--- config.mk ---
export PLATFORM = sky130hd
export DESIGN_NAME = camera_sccb_config_flat
export DESIGN_NICKNAME = d
export VERILOG_FILES = /design/src/rtl/camera_sccb_config_if.sv /design/src/rtl/camera_sccb_config.sv /design/src/flat_wrapper.sv
export SDC_FILE = /design/constraint.sdc
export NUM_CORES = 1
export LEC_CHECK = 0
export ABC_AREA = 1
export CORE_MARGIN = 4
export CORE_UTILIZATION = 30
export CTS_CLUSTER_DIAMETER = 120
export DETAILED_ROUTE_END_ITERATION = 16
export PLACE_DENSITY = 0.6
export SYNTH_ARGS = -nofsm -noshare
export SYNTH_HDL_FRONTEND = slang
export SYNTH_SLANG_ARGS = --single-unit
export TNS_END_PERCENT = 1
--- constraint.sdc ---
create_clock -name clk -period 2 [get_ports clk]
set_clock_uncertainty 0.15 [all_clocks]
set_input_delay 0.4 -clock clk [delete_from_list [all_inputs] [get_ports clk]]
set_output_delay 0.4 -clock clk [all_outputs]
set_load 0.01 [all_outputs]
--- src/rtl/camera_sccb_config_if.sv ---
// ---------------------------------------------------------------------------
// camera_sccb_config_if
// Bundles the signals between the OV7670 configuration sequencer, its
// register ROM and the SCCB pads.
//   sio_c     : SCCB clock (push-pull)
//   sio_d_o   : SCCB data value
//   sio_d_oe  : SCCB data drive enable (pad tristated when 0)
//   rom_addr  : ROM entry index
//   rom_data  : {reg_addr[15:8], value[7:0]}, valid one cycle after rom_addr
// Modports:
//   master : the sequencer (drives bus and ROM address, reads ROM data)
//   slave  : ROM / pad side
// ---------------------------------------------------------------------------
interface camera_sccb_config_if;
    logic        sio_c;
    logic        sio_d_o;
    logic        sio_d_oe;
    logic [7:0]  rom_addr;
    logic [15:0] rom_data;

    modport master (
        output sio_c,
        output sio_d_o,
        output sio_d_oe,
        output rom_addr,
        input  rom_data
    );

    modport slave (
        input  sio_c,
        input  sio_d_o,
        input  sio_d_oe,
        input  rom_addr,
        output rom_data
    );
endinterface

--- src/rtl/camera_sccb_config.sv ---
// ---------------------------------------------------------------------------
// camera_sccb_config
// Boot-time OV7670 register loader. Walks a ROM of {reg_addr, value} pairs
// and issues one 3-phase SCCB write (device ID, register, data) per entry.
// ROM sentinels: 16'hFFFF ends the pass, 16'hFFF0 waits DELAY_CYCLES.
// Ports:
//   clk          : camera-domain clock
//   reset_n      : synchronous active-low reset
//   start        : one-cycle pulse, starts a pass (honoured in IDLE/DONE)
//   bus          : SCCB pads + ROM port (camera_sccb_config_if.master)
//   busy         : pass in progress
//   config_done  : pass complete, sticky until next start or reset
//   writes_done  : SCCB writes completed in the current pass (saturating)
// All outputs are registered.
// ---------------------------------------------------------------------------
module camera_sccb_config #(
    parameter int unsigned CLK_FREQ_HZ  = 24_000_000,
    parameter int unsigned SCCB_FREQ_HZ = 100_000,
    parameter logic [7:0]  DEVICE_ID    = 8'h42,
    parameter int unsigned DELAY_CYCLES = 240_000,
    parameter int unsigned ROM_DEPTH    = 256
) (
    input  logic                        clk,
    input  logic                        reset_n,
    input  logic                        start,
    camera_sccb_config_if.master        bus,
    output logic                        busy,
    output logic                        config_done,
    output logic [7:0]                  writes_done
);
    localparam int unsigned QDIV       = CLK_FREQ_HZ / (4 * SCCB_FREQ_HZ);
    localparam logic [15:0] QDIV_LAST  = 16'(QDIV - 1);
    localparam logic [31:0] DELAY_LAST = 32'(DELAY_CYCLES - 1);
    localparam logic [7:0]  ADDR_LAST  = 8'(ROM_DEPTH - 1);

    typedef enum logic [2:0] {
        S_IDLE,
        S_FETCH,
        S_START,
        S_BITS,
        S_STOP,
        S_GAP,
        S_DELAY,
        S_DONE
    } state_t;

    state_t      state_q,    state_d;
    logic [7:0]  rom_addr_q, rom_addr_d;
    logic        fetch_q,    fetch_d;
    logic [15:0] qcnt_q,     qcnt_d;
    logic [1:0]  quarter_q,  quarter_d;
    logic [3:0]  bit_q,      bit_d;
    logic [1:0]  byte_q,     byte_d;
    logic [23:0] shift_q,    shift_d;
    logic [31:0] delay_q,    delay_d;
    logic [7:0]  writes_q,   writes_d;
    logic        busy_q,     busy_d;
    logic        done_q,     done_d;
    logic        sio_c_q,    sio_c_d;
    logic        sio_d_q,    sio_d_d;
    logic        sio_oe_q,   sio_oe_d;

    logic        tick;
    logic        quarter_end;
    logic        advance;
    logic        ack_slot;

    // Next-state, counters and next output levels.
    always_comb begin
        state_d     = state_q;
        rom_addr_d  = rom_addr_q;
        fetch_d     = fetch_q;
        qcnt_d      = qcnt_q;
        quarter_d   = quarter_q;
        bit_d       = bit_q;
        byte_d      = byte_q;
        shift_d     = shift_q;
        delay_d     = delay_q;
        writes_d    = writes_q;
        busy_d      = busy_q;
        done_d      = done_q;
        advance     = 1'b0;
        ack_slot    = 1'b0;
        tick        = (qcnt_q == QDIV_LAST);
        quarter_end = tick && (quarter_q == 2'd3);

        // The quarter counter only runs while a bus phase is active.
        if (state_q inside {S_START, S_BITS, S_STOP, S_GAP}) begin
            qcnt_d    = tick ? 16'd0 : (qcnt_q + 16'd1);
            quarter_d = tick ? (quarter_q + 2'd1) : quarter_q;
        end else begin
            qcnt_d    = qcnt_q;
            quarter_d = quarter_q;
        end

        case (state_q)
            S_IDLE, S_DONE: begin
                if (start) begin
                    state_d    = S_FETCH;
                    rom_addr_d = 8'd0;
                    fetch_d    = 1'b0;
                    busy_d     = 1'b1;
                    done_d     = 1'b0;
                    writes_d   = 8'd0;
                end else begin
                    state_d = state_q;
                end
            end
            S_FETCH: begin
                // First cycle presents the address, second sees ROM data.
                if (!fetch_q) begin
                    fetch_d = 1'b1;
                end else begin
                    fetch_d = 1'b0;
                    if (bus.rom_data == 16'hFFFF) begin
                        state_d = S_DONE;
                        busy_d  = 1'b0;
                        done_d  = 1'b1;
                    end else if (bus.rom_data == 16'hFFF0) begin
                        state_d = S_DELAY;
                        delay_d = 32'd0;
                    end else begin
                        state_d   = S_START;
                        shift_d   = {DEVICE_ID, bus.rom_data};
                        qcnt_d    = 16'd0;
                        quarter_d = 2'd0;
                        bit_d     = 4'd0;
                        byte_d    = 2'd0;
                    end
                end
            end
            S_START: begin
                state_d = quarter_end ? S_BITS : S_START;
            end
            S_BITS: begin
                // Slot 8 of each byte is the ACK slot: nothing shifts out.
                if (quarter_end) begin
                    if (bit_q == 4'd8) begin
                        bit_d = 4'd0;
                        if (byte_q == 2'd2) begin
                            state_d = S_STOP;
                        end else begin
                            byte_d = byte_q + 2'd1;
                        end
                    end else begin
                        bit_d   = bit_q + 4'd1;
                        shift_d = {shift_q[22:0], 1'b0};
                    end
                end else begin
                    state_d = S_BITS;
                end
            end
            S_STOP: begin
                if (quarter_end) begin
                    state_d  = S_GAP;
                    writes_d = (writes_q == 8'hFF) ? writes_q : (writes_q + 8'd1);
                end else begin
                    state_d = S_STOP;
                end
            end
            S_GAP: begin
                advance = quarter_end;
            end
            S_DELAY: begin
                if (delay_q == DELAY_LAST) begin
                    advance = 1'b1;
                end else begin
                    delay_d = delay_q + 32'd1;
                end
            end
            default: begin
                state_d = S_IDLE;
            end
        endcase

        // Move to the next ROM entry; the last entry ends the pass (no wrap).
        if (advance) begin
            if (rom_addr_q == ADDR_LAST) begin
                state_d = S_DONE;
                busy_d  = 1'b0;
                done_d  = 1'b1;
            end else begin
                state_d    = S_FETCH;
                rom_addr_d = rom_addr_q + 8'd1;
                fetch_d    = 1'b0;
            end
        end else begin
            rom_addr_d = rom_addr_d;
        end

        // Bus levels are derived from the next state so they line up with it.
        sio_c_d  = 1'b1;
        sio_d_d  = 1'b1;
        sio_oe_d = 1'b1;
        case (state_d)
            S_START: begin
                sio_c_d = (quarter_d != 2'd3);
                sio_d_d = (quarter_d == 2'd0);
            end
            S_BITS: begin
                ack_slot = (bit_d == 4'd8);
                sio_c_d  = (quarter_d == 2'd1) || (quarter_d == 2'd2);
                sio_d_d  = ack_slot ? 1'b1 : shift_d[23];
                sio_oe_d = !ack_slot;
            end
            S_STOP: begin
                sio_c_d = (quarter_d != 2'd0);
                sio_d_d = quarter_d[1];
            end
            default: begin
                sio_c_d = 1'b1;
            end
        endcase
    end

    // State and output registers with synchronous active-low reset.
    always_ff @(posedge clk) begin
        if (!reset_n) begin
            state_q    <= S_IDLE;
            rom_addr_q <= 8'd0;
            fetch_q    <= 1'b0;
            qcnt_q     <= 16'd0;
            quarter_q  <= 2'd0;
            bit_q      <= 4'd0;
            byte_q     <= 2'd0;
            shift_q    <= 24'd0;
            delay_q    <= 32'd0;
            writes_q   <= 8'd0;
            busy_q     <= 1'b0;
            done_q     <= 1'b0;
            sio_c_q    <= 1'b1;
            sio_d_q    <= 1'b1;
            sio_oe_q   <= 1'b1;
        end else begin
            state_q    <= state_d;
            rom_addr_q <= rom_addr_d;
            fetch_q    <= fetch_d;
            qcnt_q     <= qcnt_d;
            quarter_q  <= quarter_d;
            bit_q      <= bit_d;
            byte_q     <= byte_d;
            shift_q    <= shift_d;
            delay_q    <= delay_d;
            writes_q   <= writes_d;
            busy_q     <= busy_d;
            done_q     <= done_d;
            sio_c_q    <= sio_c_d;
            sio_d_q    <= sio_d_d;
            sio_oe_q   <= sio_oe_d;
        end
    end

    assign bus.sio_c    = sio_c_q;
    assign bus.sio_d_o  = sio_d_q;
    assign bus.sio_d_oe = sio_oe_q;
    assign bus.rom_addr = rom_addr_q;
    assign busy         = busy_q;
    assign config_done  = done_q;
    assign writes_done  = writes_q;

endmodule

--- src/flat_wrapper.sv ---
// flat-port wrapper written by rule: the top's interface ports become plain ports
module camera_sccb_config_flat 
#(
    parameter int unsigned CLK_FREQ_HZ  = 24_000_000,
    parameter int unsigned SCCB_FREQ_HZ = 100_000,
    parameter logic [7:0]  DEVICE_ID    = 8'h42,
    parameter int unsigned DELAY_CYCLES = 240_000,
    parameter int unsigned ROM_DEPTH    = 256
)
  (clk, reset_n, start, busy, config_done, writes_done, bus_sio_c, bus_sio_d_o, bus_sio_d_oe, bus_rom_addr, bus_rom_data);
  camera_sccb_config_if bus_i ();
  input  logic clk;
  input  logic reset_n;
  input  logic start;
  output logic busy;
  output logic config_done;
  output logic [7:0] writes_done;
  output wire logic [$bits(bus_i.sio_c)-1:0] bus_sio_c;
  output wire logic [$bits(bus_i.sio_d_o)-1:0] bus_sio_d_o;
  output wire logic [$bits(bus_i.sio_d_oe)-1:0] bus_sio_d_oe;
  output wire logic [$bits(bus_i.rom_addr)-1:0] bus_rom_addr;
  input wire logic [$bits(bus_i.rom_data)-1:0] bus_rom_data;
  assign bus_sio_c = bus_i.sio_c;
  assign bus_sio_d_o = bus_i.sio_d_o;
  assign bus_sio_d_oe = bus_i.sio_d_oe;
  assign bus_rom_addr = bus_i.rom_addr;
  assign bus_i.rom_data = bus_rom_data;
  camera_sccb_config #(.CLK_FREQ_HZ(CLK_FREQ_HZ), .SCCB_FREQ_HZ(SCCB_FREQ_HZ), .DEVICE_ID(DEVICE_ID), .DELAY_CYCLES(DELAY_CYCLES), .ROM_DEPTH(ROM_DEPTH)) u_core (.clk(clk), .reset_n(reset_n), .start(start), .bus(bus_i), .busy(busy), .config_done(config_done), .writes_done(writes_done));
endmodule
==> results.sh <==
export IMPL_clkTransAtPathRegs_ps=80
export IMPL_startpoint_type="flop"
export IMPL_cpMaxStageDelayCell="dfxtp_2"
export IMPL_final_cells=1346
export IMPL_grt_pass1_vias=5636
export IMPL_layout_commonest_cell="nand2_1"
export IMPL_coreArea_mm2=0.0188
export IMPL_synthSimpleGateAreaFrac_pct=37.0
export IMPL_max_stage_delay_ps=350
export IMPL_maxSlewViolCount=0
export IMPL_setup_worst_path_start="u_core.state_q[1]"
export IMPL_drc=0
export IMPL_p_leak_nw=3.57
export IMPL_seq_area_frac_synth_pct=36.3
export IMPL_layout_common_cells="200 x nand2_1, 160 x buf_4, 104 x nor2_1, 98 x dfxtp_1, 87 x inv_1"
export IMPL_cp_common_cell="buf_4"
export IMPL_area_growth_pct=47.0
export IMPL_antenna_left=0
export IMPL_maxSlewHeadroom_pct=69.6
export IMPL_fp_dieH_um=147
export IMPL_async_flop_share_pct=0
export IMPL_die_w_um=147
export IMPL_synth_adder_area_share_pct=2.16
export IMPL_synth_compound_gate_area_share_pct=14.1
export IMPL_portBuffers=39
export IMPL_tightestPinTransition_ps=452
export IMPL_synth_nets=907
export IMPL_crit_end="u_core.bus.sio_d_oe"
export IMPL_grt_total_usage_pct=14.8
export IMPL_fin_crit_ps=2080
export IMPL_ys_ff_latch=105
export IMPL_status="complete, but fails checks"
export IMPL_via_count=6174
export IMPL_drive_gt1_share_pct=28.4
export IMPL_ctsHoldBuffers=0
export IMPL_grt_max_degree=25
export IMPL_boundaryPins=40
export IMPL_netlist_area_mm2=0.00579
export IMPL_dp_cells=1314
export IMPL_setup_ws_ps=-78.9
export IMPL_initial_core_util_pct=30.8
export IMPL_r2r_slack_ps=-80
export IMPL_synth_distinct_cells=41
export IMPL_clk_latency_ps=350
export IMPL_pre_cts_ws_ps=-590
export IMPL_hpwl_um=11900
export IMPL_violations="setup timing"
export IMPL_finalCritPeriodShare_pct=104
export IMPL_syn_instance_count=878
export IMPL_setup_violations_final=30
export IMPL_n_antenna_cell=0
export IMPL_synth_xor_area_share_pct=2.12
export IMPL_synth_top_family_by_area="simple AND/OR/NAND/NOR gates"
export IMPL_place_gp_congestion=0.912
export IMPL_rsz0062_at_grt="true"
export IMPL_synthMuxAreaShare_pct=0
export IMPL_finalHoldViolCount=0
export IMPL_grt_pass1_wl_um=26700
export IMPL_crit_required_ps=2090
export IMPL_cts_tree="built"
export IMPL_htreeDepth=3
export IMPL_cp_cell_sequence="buf_4 > inv_2 > nand2_2 > nor2_4 > buf_4 > buf_4 > nand2_1 > nand4_1 > buf_4 > o21ai_1 > nand3_1 > nand3b_1"
export IMPL_hold_ws_ps=246
export IMPL_first_pass_iters=6
export IMPL_ir_worst_vdd_mv=0.364
export IMPL_arrival_ps=2170
export IMPL_drt_iter0_drc=343
export IMPL_fp_row_count=50
export IMPL_nNetsFinal=1110
export IMPL_maxCapViolations=0
export IMPL_final_core_util_pct=45.2
export IMPL_worst_path_max_fanout=5
export IMPL_drt_total_wl_um=15900
export IMPL_grt_overflow_total=0
export IMPL_synth_edf_count=0
export IMPL_design_area_mm2=0.00852
export IMPL_yosysWarnings=0
export IMPL_setup_worst_path_end_class="flop"
export IMPL_power_density_mw_per_mm2=556
export IMPL_critPathKind="reg -> reg"
export IMPL_min_path_type="in -> reg"
export IMPL_placed_cell_area_mm2=0.00767
export IMPL_syn_avg_cell_area_um2=6.60
export IMPL_die_area_mm2=0.0216
export IMPL_cts_root_buf="clkbuf_16"
export IMPL_cts_path_max_buffers=2
export IMPL_wire_per_inst_um=11.8
export IMPL_synthFlopType="dfxtp_1"
export IMPL_vias_per_cell=4.59
export IMPL_rr_worst_depth=12
export IMPL_clkSinkCount=105
export IMPL_fmax_mhz=481
export IMPL_cts_buffers=9
export IMPL_rr_endpoint="u_core.bus.sio_d_oe"
export IMPL_worstReg2RegStart="u_core.state_q[1]"
export IMPL_antenna_found_initial=0
-- cells by family (layout without fill, tap and decap cells) --
logic type | Yosys count | in the layout
and+or+nand+nor | 483 | 483
adders and majority gates | 10 | 10
xor gates and xnor gates | 14 | 14
buffers and inverters | 123 | 331
AOI/OAI and AO/OA | 143 | 143
DFF | 105 | 105
-- per-stage QoR --
step / setup TNS, ps / power, W
6_report: -952 / 0.00474
5_1_grt: -7900 / 0.00500
4_1_cts: -1530 / 0.00477
3_5_place_dp: -36520 / 0.00292
3_3_place_gp: -34480 / 0.00291
2_1_floorplan: -7.06 / 0.00256
-- synthesized netlist by cell type, types with 2 or more instances --
library cell / number / area (um^2)
nand3_1: 56 / 280
nor4_1: 4 / 25.0
nor2_1: 122 / 458
o21ai_0: 16 / 80.1
xor2_1: 10 / 87.6
a22oi_1: 12 / 90.1
buf_4: 4 / 30.0
ha_1: 10 / 125
buf_2: 7 / 35.0
a21oi_1: 83 / 415
nand4_1: 20 / 125
nand3b_1: 7 / 52.6
clkbuf_1: 9 / 33.8
nand3_2: 4 / 40.0
a211oi_1: 6 / 45.0
o21a_1: 2 / 15.0
or2_2: 4 / 25.0
dfxtp_1: 105 / 2100
nor3_1: 34 / 170
nor2_2: 3 / 18.8
o21ai_1: 10 / 50.1
inv_2: 8 / 30.0
nor2_4: 4 / 45.0
inv_1: 95 / 357
nand2_1: 213 / 800
a31oi_1: 5 / 31.3
xnor2_1: 4 / 35.0
a2bb2oi_1: 3 / 26.3
nand2_2: 6 / 37.5
-- state kept, by name, indices dropped and copies added (netlist names), 2 cells and up --
signal	flops
u_core.shift_q	24
u_core.byte_q	2
u_core.state_q	3
u_core.delay_q	32
u_core.qcnt_q	16
u_core.quarter_q	2
u_core.bit_q	4
u_core.writes_done	8
u_core.bus.rom_addr	8
-- final cells by class --
| type | instances | area [um^2] |
|---|---|---|
| Clock inverter | 7 | 76.3 |
| Sequential cell | 105 | 2110 |
| Clock buffer | 9 | 225 |
| Fill cell | 1872 | 10300 |
| Tap cell | 260 | 325 |
| Multi-Input combinational cell | 650 | 3570 |
| Inverter | 103 | 389 |
| Timing Repair Buffer | 212 | 1820 |
-- critical path: cells and delay by family (launching register included) --
kind                   cells  cell delay (ps)
and+or+nand+nor            6              690
buffers and inverters      5              620
DFF                        1              350
AOI/OAI and AO/OA          1              160
-- report_power, final --
| group | total (W) | switching, W | internal, W |
|---|---|---|---|
| clock network | 0.00180 | 0.000903 | 0.000895 |
| registers | 0.00218 | 0.0000342 | 0.00214 |
| logic | 0.000760 | 0.000380 | 0.000379 |
| total | 0.00474 | 0.00132 | 0.00342 |
-- worst min-delay path by stage --
stage	start	endpoint	slack [ps]	depth (start not counted)
CTS	u_core.shift_q[22]	u_core.shift_q[22]	310	2
finish	bus_rom_data[12]	u_core.shift_q[12]	250	3
detailed placement	u_core.shift_q[22]	u_core.shift_q[22]	300	2
floorplan	u_core.shift_q[0]	u_core.shift_q[0]	290	2
global route	bus_rom_data[12]	u_core.shift_q[12]	270	3
global placement	u_core.shift_q[0]	u_core.shift_q[0]	300	2
-- timing repair --
action                                  in CTS  in global routing
resized for setup                           42                 77
buffers inserted                            10                  5
pin swaps                                   13                 27
endpoints found under the setup margin      81                 93
cloned                                       1                  0
-- routing by layer --
metal	up-vias	routed length [um]	part of all wire, %	track usage (%)
met1	2793	7650	48	19.7
met4	0	253	1.6	3.87
li1	3291	-	-	-
met2	74	7540	47	24.4
met5	-	0	0	0
met3	16	448	2.8	2.99
No activity file was read; power rests on OpenSTA's default activity.
